<file path="src/rtl/bin_quiz_engine.sv">
// bin_quiz_engine: decimal-to-binary quiz game.
// Player keys in NUM_DIGITS decimal digits, an iterative converter builds the
// binary answer, then the player must match it on sw_ans_i before the
// countdown runs out. Wrong guesses cost PENALTY seconds.
module bin_quiz_engine #(
    parameter int NUM_DIGITS  = 4,
    parameter int ANS_W       = 14,
    parameter int CLK_PER_SEC = 50000000,
    parameter int TIME_LIMIT  = 30,
    parameter int PENALTY     = 5
) (
    input  logic                    clk,
    input  logic                    resetn,
    input  logic                    next_i,
    input  logic                    go_i,
    input  logic                    check_i,
    input  logic [9:0]              sw_onehot_i,
    input  logic [ANS_W-1:0]        sw_ans_i,
    input  logic                    hint_en_i,
    output logic [4*NUM_DIGITS-1:0] digits_o,
    output logic [3:0]              time_tens_o,
    output logic [3:0]              time_ones_o,
    output logic [ANS_W-1:0]        hint_mask_o,
    output logic                    won_o,
    output logic                    lost_o,
    output logic                    busy_o,
    output logic [3:0]              wins_o
);
    localparam int IDX_W = (NUM_DIGITS > 1) ? $clog2(NUM_DIGITS) : 1;
    localparam int PS_W  = (CLK_PER_SEC > 1) ? $clog2(CLK_PER_SEC) : 1;
    localparam logic [PS_W-1:0]  PS_MAX = PS_W'(CLK_PER_SEC - 1);
    localparam logic [IDX_W-1:0] IDX_TOP = IDX_W'(NUM_DIGITS - 1);
    localparam logic [ANS_W-1:0] TEN = ANS_W'(10);

    typedef enum logic [2:0] {S_IDLE, S_CONVERT, S_PLAY, S_WIN, S_LOSE} state_t;

    state_t                  state_q, state_d;
    logic [4*NUM_DIGITS-1:0] digits_q, digits_d;
    logic [ANS_W-1:0]        acc_q, acc_d;
    logic [ANS_W-1:0]        answer_q, answer_d;
    logic [IDX_W-1:0]        idx_q, idx_d;
    logic [6:0]              timer_q, timer_d;
    logic [PS_W-1:0]         presc_q, presc_d;
    logic [3:0]              wins_q, wins_d;
    logic [2:0]              btn_q;

    logic       next_ev, go_ev, check_ev;
    logic [3:0] oh_cnt, oh_dig;
    logic [3:0] cur_dig;
    logic       sec_tick;
    logic [7:0] dec;
    logic       show_time;

    // Press events: rising edge of each button against its registered copy.
    assign next_ev  = next_i  & ~btn_q[0];
    assign go_ev    = go_i    & ~btn_q[1];
    assign check_ev = check_i & ~btn_q[2];

    assign cur_dig  = digits_q[4*int'(idx_q) +: 4];
    assign sec_tick = (presc_q == PS_MAX);

    // Count set switches and encode the (last) set one; only a count of 1 is accepted.
    always_comb begin
        oh_cnt = '0;
        oh_dig = '0;
        for (int k = 0; k < 10; k++) begin
            if (sw_onehot_i[k]) begin
                oh_cnt = oh_cnt + 4'd1;
                oh_dig = 4'(k);
            end
        end
    end

    // Game FSM next-state and datapath updates.
    always_comb begin
        state_d  = state_q;
        digits_d = digits_q;
        acc_d    = acc_q;
        answer_d = answer_q;
        idx_d    = idx_q;
        timer_d  = timer_q;
        presc_d  = presc_q;
        wins_d   = wins_q;
        dec      = '0;
        case (state_q)
            S_IDLE: begin
                if (go_ev) begin
                    acc_d   = '0;
                    idx_d   = IDX_TOP;
                    state_d = S_CONVERT;
                end else if (next_ev && oh_cnt == 4'd1) begin
                    digits_d = (digits_q << 4) | (4*NUM_DIGITS)'(oh_dig);
                end
            end
            S_CONVERT: begin
                // Horner step, most significant digit first, wrapping at ANS_W bits.
                acc_d = acc_q * TEN + ANS_W'(cur_dig);
                if (idx_q == '0) begin
                    answer_d = acc_d;
                    timer_d  = 7'(TIME_LIMIT);
                    presc_d  = '0;
                    state_d  = S_PLAY;
                end else begin
                    idx_d = idx_q - IDX_W'(1);
                end
            end
            S_PLAY: begin
                if (timer_q == '0) begin
                    state_d = S_LOSE;
                end else begin
                    presc_d = sec_tick ? '0 : presc_q + PS_W'(1);
                    if (check_ev && sw_ans_i == answer_q) begin
                        // A correct answer beats a simultaneous final tick.
                        state_d = S_WIN;
                        if (wins_q != 4'hF) wins_d = wins_q + 4'd1;
                    end else begin
                        dec = 8'(sec_tick) + (check_ev ? 8'(PENALTY) : 8'd0);
                        timer_d = (dec >= {1'b0, timer_q}) ? 7'd0 : 7'({1'b0, timer_q} - dec);
                    end
                end
            end
            S_WIN, S_LOSE: begin
                if (go_ev) begin
                    digits_d = '0;
                    answer_d = '0;
                    state_d  = S_IDLE;
                end
            end
            default: state_d = S_IDLE;
        endcase
    end

    // State and button edge registers with synchronous active-low clear.
    always_ff @(posedge clk) begin
        if (!resetn) begin
            state_q  <= S_IDLE;
            digits_q <= '0;
            acc_q    <= '0;
            answer_q <= '0;
            idx_q    <= '0;
            timer_q  <= '0;
            presc_q  <= '0;
            wins_q   <= '0;
            btn_q    <= '0;
        end else begin
            state_q  <= state_d;
            digits_q <= digits_d;
            acc_q    <= acc_d;
            answer_q <= answer_d;
            idx_q    <= idx_d;
            timer_q  <= timer_d;
            presc_q  <= presc_d;
            wins_q   <= wins_d;
            btn_q    <= {check_i, go_i, next_i};
        end
    end

    assign show_time   = (state_q == S_PLAY) || (state_q == S_WIN) || (state_q == S_LOSE);
    assign time_tens_o = show_time ? 4'(timer_q / 7'd10) : 4'd0;
    assign time_ones_o = show_time ? 4'(timer_q % 7'd10) : 4'd0;
    assign hint_mask_o = (hint_en_i && state_q == S_PLAY) ? (answer_q ^ sw_ans_i) : '0;
    assign digits_o    = digits_q;
    assign won_o       = (state_q == S_WIN);
    assign lost_o      = (state_q == S_LOSE);
    assign busy_o      = (state_q == S_CONVERT) || (state_q == S_PLAY);
    assign wins_o      = wins_q;
endmodule

</file>
<file path="config.mk">
export PLATFORM = sky130hd
export DESIGN_NAME = bin_quiz_engine
export DESIGN_NICKNAME = d
export VERILOG_FILES = /design/src/rtl/bin_quiz_engine.sv
export SDC_FILE = /design/constraint.sdc
export NUM_CORES = 1
export LEC_CHECK = 0
export BUFFER_PORTS_ARGS = -buffer_cell sky130_fd_sc_hd__clkbuf_2
export CAP_MARGIN = 20
export CORE_UTILIZATION = 25
export DETAILED_ROUTE_END_ITERATION = 16
export SLEW_MARGIN = 20
export SYNTH_ARGS = -nofsm -noshare
export SYNTH_HDL_FRONTEND = slang
export SYNTH_SLANG_ARGS = --single-unit
</file>
<file path="constraint.sdc">
create_clock -name clk -period 10.3 [get_ports clk]
set_input_delay 1.03 -clock clk [delete_from_list [all_inputs] [get_ports clk]]
set_output_delay 1.03 -clock clk [all_outputs]
set_load 0.005 [all_outputs]
</file>
==> out/metrics.yaml <==
clockBufferDepth: 2
synth.most_common_cell: "dfxtp_1"
place_inst: 1111
fin_crit_sh_pct: 62.18
die_h_um: 157.9
synth_top_area_cell: "dfxtp_1"
hold_buffers: 0
core_um2: 23680
path_class: "primary input to register"
reg2reg_slack_ns: 6.55
ys_seq_elements: 88
wl_per_cell_um: 13.82
placed_area_um2: 6681
cts_buffers: 9
routed_via_density: 4.876
ys_types: 74
synthToLayoutAreaGrowth_pct: 14.89
clk_latency_ns: 0.35
drtIter0Drc: 376
cap_viol_max_count: 0
hold_path_class: "register to register"
p_leak_uw: 0.002818
grt_setup_unrepaired: "no"
cp_max_fo: 16
design_power_total_uw: 1315
io_buffers: 74
cp.arrival_ns: 6.71
syn_nets: 828
postSynth.asyncResetShare_pct: 0
antenna_found_initial: 0
grt_pass1_wl_mm: 25.21
fmax_mhz: 156.1
fp-row-count: 56
cts-root-buf: "clkbuf_16"
ff2ff_path_depth: 10
nets: 876
drtAntennaViolNets: 0
crit_required_ns: 10.60
yosysWarnings: 0
grt_max_degree: 48
h-tree-depth: 3
cts_tree: "done"
postSynthAreaPerCell_um2: 8.033
fillers: 2615
cts_setup_buffers: 0
finalSetupViolCount: 0
die_w_um: 157.9
gp_congestion: 0.8084
ys_top_cells_by_area: "dfxtp_1, ha_1, nor2_1, a21oi_1, xnor2_1"
cp-startpoint: "sw_onehot_i[1]"
dp_hpwl_mm: 11.84
grt-ovfl-total: 0
grt_usage_pct: 12.79
outcome: "completed"
start_kind: "primary input"
finClkSkew_ns: 0.007298
final_layout_size_suffix_gt1_share_pct: 15.08
seq_area_frac_synth_pct: 29.01
grt_pass1_vias: 4914
hold_viol: 0
final-instance-count-excl-fill: 1128
diodes: 0
whs_ns: 0.4668
reg2reg_from: "idx_q[0]"
r2r_end: "answer_q[13]"
worstMarginPinSlew_ns: 0.9765
synth_ff_type: "dfxtp_1"
design.die.area_um2: 24920
period_needed_ns: 6.405
syn_area_um2: 6073
drc_errors: 0
ctsResizeCount: 0
ir_worst_vdd_mv: 0.09978
maxSlewHeadroom_pct: 34.78
design_area_um2: 6978
io_pins: 75
crit_path_end: "digits_o[14]"
synthTopCellsByCount: "dfxtp_1, nor2_1, nand2_1, a21oi_1, ha_1"
cts.clk_slew.worst_paths_ns: 0.07
maxSlewViolCount: 0
finalSetupTns_ns: 0
clock-sinks: 88
drt-total-wl_mm: 15.59
endpoint_kind: "register"
dr_total_vias: 5500
yosysTopAreaCellShare_pct: 29.01
start_util_pct: 25.64
synth_edf_count: 0
drtPass1Iterations: 7
p_per_area_nw_per_um2: 188.5
synth_cells: 756
==> how the worst min path moves through the flow <==
stage,from,endpoint,slack [ns],cells past startpoint
2_1_floorplan,presc_q[1],presc_q[1],0.44,2
3_3_place_gp,answer_q[3],answer_q[3],0.45,2
3_5_place_dp,answer_q[3],answer_q[3],0.46,2
4_1_cts,answer_q[0],answer_q[0],0.47,2
5_1_grt,answer_q[0],answer_q[0],0.49,2
6_report,answer_q[0],answer_q[0],0.47,2
==> through the flow <==
step	util [%]	setup WS, ns
5_1_grt	29.46	3.456
2_1_floorplan	-	4.099
3_5_place_dp	28.21	3.524
3_3_place_gp	28.21	3.666
4_1_cts	29.43	3.869
6_report	29.46	3.895
==> critical path: stages <==
cell      delay (ns)
clkbuf_2        0.10
inv_1           0.04
ha_1            0.33
xor2_1          0.17
ha_1            0.30
nand2_1         0.10
o21ai_0         0.12
ha_1            0.31
nand2_1         0.08
nand2_1         0.06
ha_1            0.26
nand2_1         0.07
o211ai_1        0.19
ha_1            0.34
nand2b_1        0.16
o21a_1          0.11
ha_1            0.26
mux2_2          0.26
o31ai_1         0.12
inv_1           0.09
ha_1            0.28
nor2_1          0.12
a21oi_1         0.07
ha_1            0.30
a221o_1         0.22
a211oi_1        0.08
a211oi_2        0.84
a22o_2          0.28
==> layer usage <==
metal | up-vias | global-route usage [%] | routed length, µm
li1 | 2807 | - | -
met5 | - | 0 | 0
met1 | 2596 | 16.83 | 7368
met4 | 0 | 2.358 | 128
met3 | 9 | 2.710 | 564
met2 | 88 | 21.48 | 7533
==> cell usage in the layout, fill, tap and decap left out, types with 4 or more instances in the layout <==
| cell type | instances |
|---|---|
| o21bai_1 | 4 |
| or3_1 | 6 |
| xor2_1 | 28 |
| clkbuf_16 | 9 |
| a22o_2 | 10 |
| a22o_1 | 6 |
| o211ai_1 | 4 |
| nand4_1 | 15 |
| nand2_1 | 70 |
| and2_1 | 13 |
| a21oi_1 | 58 |
| mux4_2 | 4 |
| a22oi_1 | 7 |
| nor2b_1 | 8 |
| o21ai_0 | 29 |
| clkbuf_2 | 75 |
| nor3b_1 | 6 |
| a211oi_1 | 6 |
| nor2_1 | 86 |
| dfxtp_1 | 88 |
| or4_1 | 4 |
| a31oi_1 | 6 |
| xnor2_1 | 33 |
| nand2b_1 | 13 |
| a21o_1 | 5 |
| ha_1 | 39 |
| nand3_1 | 35 |
| nor4_1 | 5 |
| and3_1 | 10 |
| inv_1 | 30 |
| nor3_1 | 20 |
==> layout make-up <==
class,instances,area [µm²],area share [%]
clock buffer,9,225.2,3.228
multi-input combinational,598,4025,57.68
sequential,88,1762,25.25
inverter,30,112.6,1.614
tap,319,399.1,5.720
timing repair buffer,77,390.4,5.594
clock inverter,7,63.81,0.9145
==> registers in the layout, summed over array words and instances, names as in the netlist <==
register / count
digits_o: 16
idx_q: 2
timer_q: 7
wins_o: 4
acc_q: 13
presc_q: 26
answer_q: 14
btn_q: 3
state_q: 3
==> kinds of logic after synthesis <==
| group | Yosys count | synth area share, % |
|---|---|---|
| xor+xnor | 67 | 11.06 |
| flops | 88 | 29.01 |
| mux | 7 | 1.998 |
| simple gates | 312 | 25.61 |
| buf+inv | 70 | 4.759 |
| compound gates | 170 | 18.54 |
| fa+ha+maj | 42 | 9.024 |
==> where the power goes <==
part	internal, µW	leakage (µW)	switching (µW)	total [µW]
Combinational	223	0.00197	340	563
Sequential	362	0.000711	65.3	428
Clock	169	0.000136	155	324
Power figures use the tool's default switching activity.
